File: src/rtl/haar_cascade_sequencer.sv
// Haar cascade sequencer: walks the cascade ROM for one window, issues weak classifiers
// to the feature evaluator, accumulates saturating signed votes and early-rejects failing stages.
module haar_cascade_sequencer #(
  parameter int ADDR_WIDTH = 14,
  parameter int DATA_WIDTH = 32,
  parameter int ACC_WIDTH  = 32,
  parameter int STAGE_W    = 8
) (
  input  logic                  clk,
  input  logic                  rst_n,
  input  logic                  start,
  input  logic                  abort,
  output logic                  busy,
  output logic                  done,
  output logic                  face_detected,
  output logic [STAGE_W-1:0]    stage_reached,
  output logic [ADDR_WIDTH-1:0] rom_addr,
  input  logic [DATA_WIDTH-1:0] rom_data,
  output logic                  feat_valid,
  output logic [DATA_WIDTH-1:0] feat_desc,
  output logic [DATA_WIDTH-1:0] feat_leaf,
  input  logic                  feat_ready,
  input  logic                  vote_valid,
  input  logic [ACC_WIDTH-1:0]  vote
);

  typedef enum logic [3:0] {
    IDLE      = 4'd0,
    RD_NSTG   = 4'd1,
    RD_HDR    = 4'd2,
    RD_THR    = 4'd3,
    RD_DESC   = 4'd4,
    RD_LEAF   = 4'd5,
    ISSUE     = 4'd6,
    WAIT_VOTE = 4'd7,
    CHECK     = 4'd8,
    DONE      = 4'd9
  } state_t;

  localparam logic signed [ACC_WIDTH-1:0] ACC_MAX = {1'b0, {(ACC_WIDTH-1){1'b1}}};
  localparam logic signed [ACC_WIDTH-1:0] ACC_MIN = {1'b1, {(ACC_WIDTH-1){1'b0}}};

  // Signed add clamped to the accumulator range; overflow shows as disagreeing top two sum bits.
  function automatic logic signed [ACC_WIDTH-1:0] sat_add(
    input logic signed [ACC_WIDTH-1:0] a,
    input logic signed [ACC_WIDTH-1:0] b
  );
    logic signed [ACC_WIDTH:0] sum;
    sum = {a[ACC_WIDTH-1], a} + {b[ACC_WIDTH-1], b};
    if (sum[ACC_WIDTH] != sum[ACC_WIDTH-1]) begin
      return sum[ACC_WIDTH] ? ACC_MIN : ACC_MAX;
    end else begin
      return sum[ACC_WIDTH-1:0];
    end
  endfunction

  state_t                        state_r, next_state_s;
  logic                          phase_r;
  logic [ADDR_WIDTH-1:0]         ptr_r, rom_addr_r;
  logic [STAGE_W-1:0]            nstg_r, stage_idx_r;
  logic [15:0]                   k_r, cls_idx_r;
  logic signed [ACC_WIDTH-1:0]   thr_r, acc_r;
  logic [DATA_WIDTH-1:0]         feat_desc_r, feat_leaf_r;
  logic                          busy_r, done_r, feat_valid_r, face_r;
  logic [STAGE_W-1:0]            reached_r;
  logic                          busy_s, done_s, feat_valid_s, face_s;
  logic [STAGE_W-1:0]            reached_s;
  logic                          in_run_s, is_rd_s, cap_s, pass_s, more_cls_s, more_stg_s;
  logic                          start_run_s, enter_rd_s;

  assign in_run_s    = (state_r != IDLE) && (state_r != DONE);
  assign is_rd_s     = (state_r == RD_NSTG) || (state_r == RD_HDR) || (state_r == RD_THR) ||
                       (state_r == RD_DESC) || (state_r == RD_LEAF);
  // Second cycle of a read state: rom_data holds the word addressed on entry.
  assign cap_s       = is_rd_s && phase_r;
  assign pass_s      = (acc_r >= thr_r);
  assign more_cls_s  = (({1'b0, cls_idx_r} + 17'd1) < {1'b0, k_r});
  assign more_stg_s  = (({1'b0, stage_idx_r} + (STAGE_W+1)'(1)) < {1'b0, nstg_r});
  assign start_run_s = (next_state_s == RD_NSTG) && (state_r != RD_NSTG);
  assign enter_rd_s  = (next_state_s != state_r) &&
                       ((next_state_s == RD_HDR) || (next_state_s == RD_THR) ||
                        (next_state_s == RD_DESC) || (next_state_s == RD_LEAF));

  // State register.
  always_ff @(posedge clk or negedge rst_n) begin
    if (!rst_n) begin
      state_r <= IDLE;
    end else begin
      state_r <= next_state_s;
    end
  end

  // Next-state logic; abort overrides everything while a window is in flight.
  always_comb begin
    next_state_s = state_r;
    if (abort && in_run_s) begin
      next_state_s = IDLE;
    end else begin
      case (state_r)
        IDLE, DONE: next_state_s = (start && !abort) ? RD_NSTG : IDLE;
        RD_NSTG: begin
          if (phase_r) begin
            next_state_s = (rom_data[STAGE_W-1:0] == {STAGE_W{1'b0}}) ? DONE : RD_HDR;
          end else begin
            next_state_s = RD_NSTG;
          end
        end
        RD_HDR:  next_state_s = phase_r ? RD_THR : RD_HDR;
        RD_THR: begin
          if (phase_r) begin
            next_state_s = (k_r == 16'd0) ? CHECK : RD_DESC;
          end else begin
            next_state_s = RD_THR;
          end
        end
        RD_DESC: next_state_s = phase_r ? RD_LEAF : RD_DESC;
        RD_LEAF: next_state_s = phase_r ? ISSUE : RD_LEAF;
        ISSUE:   next_state_s = (feat_valid_r && feat_ready) ? WAIT_VOTE : ISSUE;
        WAIT_VOTE: begin
          if (vote_valid) begin
            next_state_s = more_cls_s ? RD_DESC : CHECK;
          end else begin
            next_state_s = WAIT_VOTE;
          end
        end
        CHECK:   next_state_s = (pass_s && more_stg_s) ? RD_HDR : DONE;
        default: next_state_s = IDLE;
      endcase
    end
  end

  // Output decode from the upcoming state so every output leaves a flop.
  always_comb begin
    busy_s       = (next_state_s != IDLE) && (next_state_s != DONE);
    done_s       = (next_state_s == DONE);
    feat_valid_s = (next_state_s == ISSUE);
    face_s       = face_r;
    reached_s    = reached_r;
    if (next_state_s == DONE) begin
      if (state_r == RD_NSTG) begin
        face_s    = 1'b1;
        reached_s = {STAGE_W{1'b0}};
      end else if (pass_s) begin
        face_s    = 1'b1;
        reached_s = nstg_r;
      end else begin
        face_s    = 1'b0;
        reached_s = stage_idx_r;
      end
    end else begin
      face_s    = face_r;
      reached_s = reached_r;
    end
  end

  // Datapath: ROM pointer, captured words, accumulator and registered outputs.
  always_ff @(posedge clk or negedge rst_n) begin
    if (!rst_n) begin
      phase_r      <= 1'b0;
      ptr_r        <= {ADDR_WIDTH{1'b0}};
      rom_addr_r   <= {ADDR_WIDTH{1'b0}};
      nstg_r       <= {STAGE_W{1'b0}};
      stage_idx_r  <= {STAGE_W{1'b0}};
      k_r          <= 16'd0;
      cls_idx_r    <= 16'd0;
      thr_r        <= {ACC_WIDTH{1'b0}};
      acc_r        <= {ACC_WIDTH{1'b0}};
      feat_desc_r  <= {DATA_WIDTH{1'b0}};
      feat_leaf_r  <= {DATA_WIDTH{1'b0}};
      busy_r       <= 1'b0;
      done_r       <= 1'b0;
      feat_valid_r <= 1'b0;
      face_r       <= 1'b0;
      reached_r    <= {STAGE_W{1'b0}};
    end else begin
      // The address only moves when a read state is entered, so it never runs ahead of the walk.
      if (start_run_s) begin
        rom_addr_r <= {ADDR_WIDTH{1'b0}};
        ptr_r      <= ADDR_WIDTH'(1);
      end else if (enter_rd_s) begin
        rom_addr_r <= ptr_r;
        ptr_r      <= ptr_r + ADDR_WIDTH'(1);
      end

      if (next_state_s != state_r) begin
        phase_r <= 1'b0;
      end else if (is_rd_s) begin
        phase_r <= ~phase_r;
      end

      if (cap_s) begin
        case (state_r)
          RD_NSTG: nstg_r <= rom_data[STAGE_W-1:0];
          RD_HDR: begin
            k_r       <= rom_data[15:0];
            cls_idx_r <= 16'd0;
          end
          RD_THR:  thr_r       <= ACC_WIDTH'($signed(rom_data));
          RD_DESC: feat_desc_r <= rom_data;
          RD_LEAF: feat_leaf_r <= rom_data;
          default: ;
        endcase
      end

      if (start_run_s) begin
        stage_idx_r <= {STAGE_W{1'b0}};
        acc_r       <= {ACC_WIDTH{1'b0}};
      end else if ((next_state_s == RD_HDR) && (state_r == CHECK)) begin
        stage_idx_r <= stage_idx_r + STAGE_W'(1);
        acc_r       <= {ACC_WIDTH{1'b0}};
      end else if ((state_r == WAIT_VOTE) && vote_valid && !abort) begin
        acc_r     <= sat_add(acc_r, $signed(vote));
        cls_idx_r <= cls_idx_r + 16'd1;
      end

      busy_r       <= busy_s;
      done_r       <= done_s;
      feat_valid_r <= feat_valid_s;
      face_r       <= face_s;
      reached_r    <= reached_s;
    end
  end

  assign busy          = busy_r;
  assign done          = done_r;
  assign feat_valid    = feat_valid_r;
  assign feat_desc     = feat_desc_r;
  assign feat_leaf     = feat_leaf_r;
  assign face_detected = face_r;
  assign stage_reached = reached_r;
  assign rom_addr      = rom_addr_r;

endmodule

File: config.mk
export PLATFORM = sky130hd
export DESIGN_NAME = haar_cascade_sequencer
export DESIGN_NICKNAME = d
export VERILOG_FILES = /design/src/rtl/haar_cascade_sequencer.sv
export SDC_FILE = /design/constraint.sdc
export NUM_CORES = 1
export LEC_CHECK = 0
export ABC_AREA = 1
export BUFFER_PORTS_ARGS = -buffer_cell sky130_fd_sc_hd__buf_2
export CORE_MARGIN = 2
export CORE_UTILIZATION = 28
export DETAILED_ROUTE_END_ITERATION = 8
export PLACE_DENSITY_LB_ADDON = 0.15
export SLEW_MARGIN = 20
export SYNTH_ARGS = -nofsm -noshare
export SYNTH_HDL_FRONTEND = slang
export SYNTH_SLANG_ARGS = --single-unit
File: constraint.sdc
create_clock -name clk -period 3.8 [get_ports clk]
set_clock_uncertainty 0.15 [all_clocks]
set_input_delay 0.19 -clock clk [delete_from_list [all_inputs] [get_ports clk]]
set_output_delay 0.19 -clock clk [all_outputs]
set_load 0.05 [all_outputs]
==> flow_summary_export.csv <==
group,metric,value,unit
detailed_routing,routed_via_density,4.60,
worst_setup_path,r2r-start,"cls_idx_r[0]$_DFF_PN0_",
sta,worst_pin_slew,0.896,ns
synth,syn_nets,1743,
finish,final_util,0.350,
clock_network,cts_root_buf,"clkbuf_16",
worst_setup_path,crit_fanout,7,
detailed_routing,wl_per_cell,15.7,um
power,irDropWorstVdd,0.325,mV
place,port_buffers,159,
die,rows,78,
global_routing,antenna_found_initial,1,
detailed_routing,routed.top_layer,"met4",
place,hpwlAfterDp,27800,um
detailed_routing,firstDrtPassIters,5,
synth,ys_ff_latch,221,
sta,setup_violations,0,
synth,synthArstFlopShare,1.00,
die,core_area,45100,sq um
sta,finalMaxSlewViolations,0,
detailed_routing,wl_met2,16900,um
sta,rsz0062_at_grt,"true",
detailed_routing,met3RoutedLength,1390,um
detailed_routing,drcViolationCount,0,
worst_setup_path,start_kind,"register",
detailed_routing,via_count,11100,
worst_hold_path,hold-path-endpoint,"feat_valid$_DFF_PN0_",
worst_hold_path,hp-start,"feat_ready",
die,die_x,217,um
place,globalplace.congestion,0.858,
clock_network,cts_buffers,27,
sta,relSlewSlack,0.395,
die,initial_utilization,0.282,
clock_network,h-tree-depth,1,
place,placed_area,14300,sq um
global_routing,grt_usage,0.158,
global_routing,overflow,0,
synth,yosys_warnings,0,
synth,yosys.cell_types.count,52,
power,p_leak,8.31,nW
sta,final.period_utilization,0.954,
place,placedCellCount,2314,
finish,stdcell_count,2408,
sta,fmax,0.276,GHz
sta,layout_min_cycle_time,3.63,ns
clock_network,clockBufferDepth,3,
synth,syn_area,12700,sq um
worst_setup_path,arrival,3.90,ns
synth,synth_enable_flop_cells,0,
die,dieHeight,217,um
outcome,status,"finished, final reports clean",
clock_network,cts_tree,"done",
power,p_per_area,686,nW/um^2
clock_network,cts_sinks,221,
global_routing,grt_pass1_wl,60000,um
clock_network,clkTransAtPathRegs,0.06,ns
clock_network,clk-insertion-delay-late,0.54,ns
detailed_routing,routed_wl,37800,um
worst_hold_path,holdPathStages,6,
global_routing,grt_start_max_net_pins,104,
die,pin_count,160,
job,cap_violations,0,
finish,final_nets,1948,
worst_setup_path,worstSetupEndpointType,"register",
worst_setup_path,cp.required,4.08,ns
detailed_routing,wl_met1,18800,um
synth,synth_cells,1583,
finish,finalInstanceArea,15800,sq um
worst_setup_path,path_class,"reg -> reg",
worst_setup_path,reg2regPathDepth,24,
worst_setup_path,r2r-end,"ptr_r[8]$_DFFE_PN0P_",
synth,ys_seq_area_frac,0.435,
finish,area_growth,24.1,%
worst_hold_path,min_path_type,"in -> reg",
finish,drive_above_1_share,0.170,
synth,synth_ff_type,"dfrtp_1",
global_routing,grt_pass1_vias,10900,
synth,avgSynthCellArea,8.03,sq um
detailed_routing,dr.first_iter.drc_count,527,
die,die_area,47100,sq um
worst_setup_path,reg2reg_slack,0.17,ns
sta,finalHoldViolCount,0,
detailed_routing,ant_nets,0,
[cell usage in the layout (no fill, tap or decap), drive strengths merged, types with 3 or more instances in the layout]
| cell | n |
|---|---|
| dlygate4sd3 | 36 |
| nand3 | 84 |
| nor3 | 17 |
| nand4 | 42 |
| inv | 193 |
| a31oi | 10 |
| o211ai | 25 |
| clkbuf | 45 |
| or2 | 3 |
| nor2 | 86 |
| o21a | 7 |
| a21o | 4 |
| a21oi | 64 |
| xor2 | 40 |
| o221ai | 3 |
| nor4 | 3 |
| o31ai | 13 |
| dfrtp | 221 |
| xnor2 | 11 |
| ha | 89 |
| o21ai | 168 |
| nand2 | 431 |
| buf | 190 |
| clkinv | 6 |
[metrics by stage]
step,worst slack (ns),hold slack [ns],TNS (ns),power (mW)
4_1_cts,0.0226,0.0123,0,10.8
5_1_grt,-0.0870,0.105,-1.87,11.6
2_1_floorplan,0.445,-0.256,0,6.84
3_3_place_gp,0.143,0.170,0,8.05
6_report,0.174,0.0405,0,10.8
3_5_place_dp,-0.0221,0.172,-0.138,8.11
[metal layers]
| layer | up-vias | track usage |
|---|---|---|
| met4 | 0 | 0.0454 |
| met2 | 179 | 0.248 |
| met3 | 54 | 0.0177 |
| li1 | 5658 | - |
| met5 | - | 0 |
| met1 | 5190 | 0.229 |
[timing repair]
| item | CTS | global route |
|---|---|---|
| pin swaps | 0 | 14 |
| gates resized for setup | 1 | 41 |
| hold buffers | 36 | 0 |
| setup buffers | 0 | 6 |
| cloned | 0 | 3 |
| endpoints found under the setup margin | 14 | 43 |
| endpoints found under the hold margin | 212 | 0 |
[sequential cells by signal, summed over array words and instances (netlist names)]
name / cells
acc_r: 32
feat_desc: 32
feat_leaf: 32
thr_r: 32
cls_idx_r: 16
k_r: 16
ptr_r: 14
rom_addr: 14
nstg_r: 8
stage_idx_r: 8
stage_reached: 8
state_r: 4
busy: 1
done: 1
face_detected: 1
feat_valid: 1
phase_r: 1
[area by class of cell]
cell class	count	area (sq um)
inverters	195	738
diodes	1	2.50
repair buffers	228	1520
flip-flops and latches	221	5530
well taps	600	751
clock buffers	43	816
fillers	4755	29300
clock inverters	5	53.8
multi-input cells	1115	6370
[synthesized netlist by cell type (2+ instances only)]
cell      instances  area, sq um
a31oi_1          10         62.6
xnor2_1          11         96.3
buf_1             6         22.5
xor2_1           40          350
a221oi_1          2         17.5
inv_2             7         26.3
nand3_1          72          360
o221ai_1          3         26.3
nor2_1           75          282
o211ai_1         25          188
nand4_1          42          263
nand2_1         422         1580
nand3_2          12          120
inv_1           186          698
nor2_2            6         37.5
a211oi_1          2         15.0
nor3_1           17         85.1
a21boi_0          2         15.0
o21a_1            7         52.6
ha_1             89         1110
clkbuf_1         33          124
or2_2             2         12.5
nand2_2           8         50.1
dfrtp_1         221         5530
nor2_4            3         33.8
o21ai_0         164          821
buf_6             2         22.5
a21oi_1          62          310
a21o_1            4         30.0
buf_2            10         50.1
o31ai_1          13         97.6
o21ai_1           3         15.0
nor4_1            3         18.8
[how the worst max path moves through the flow]
stage | startpoint | depth (start not counted) | endpoint
final | cls_idx_r[0]$_DFF_PN0_ | 24 | ptr_r[8]$_DFFE_PN0P_
after CTS | cls_idx_r[0]$_DFF_PN0_ | 25 | rom_addr[10]$_DFFE_PN0P_
after floorplan | cls_idx_r[0]$_DFF_PN0_ | 26 | rom_addr[10]$_DFFE_PN0P_
after detailed placement | cls_idx_r[0]$_DFF_PN0_ | 25 | rom_addr[13]$_DFFE_PN0P_
after global placement | cls_idx_r[0]$_DFF_PN0_ | 25 | rom_addr[4]$_DFFE_PN0P_
after global routing | cls_idx_r[0]$_DFF_PN0_ | 23 | ptr_r[7]$_DFFE_PN0P_
[critical path, cell delays in order (launching register included)]
cell,delay (ns)
dfrtp_1,0.42
ha_2,0.22
nand2_2,0.07
inv_2,0.09
nand2_4,0.07
nor3_4,0.15
nand2_1,0.11
nand2_1,0.11
inv_1,0.05
ha_1,0.29
a21oi_1,0.16
nor2_1,0.06
a211oi_1,0.17
nor2_1,0.08
nor2_1,0.13
nand3_2,0.12
a21oi_2,0.15
nand2_2,0.07
nand2_2,0.08
nand2_2,0.08
a21oi_4,0.24
nand2_8,0.13
clkbuf_16,0.19
nand3_1,0.06
nand2_1,0.06
[logic make-up after synthesis]
| family | count (synthesis) | share of synthesized area |
|---|---|---|
| adder cells (fa/ha/maj) | 90 | 0.0891 |
| XOR/XNOR | 51 | 0.0351 |
| flip-flops | 221 | 0.435 |
| buffers and inverters | 248 | 0.0767 |
| AO/OA/AOI/OAI | 305 | 0.136 |
| AND/OR/NAND/NOR | 668 | 0.229 |
[report_power, final]
group          switching [mW]  internal, mW
logic                    3.31          1.38
clock network            1.02          1.53
registers               0.469          3.12
total                    4.79          6.03
Note: power is estimated with default switching activity, not from simulation.
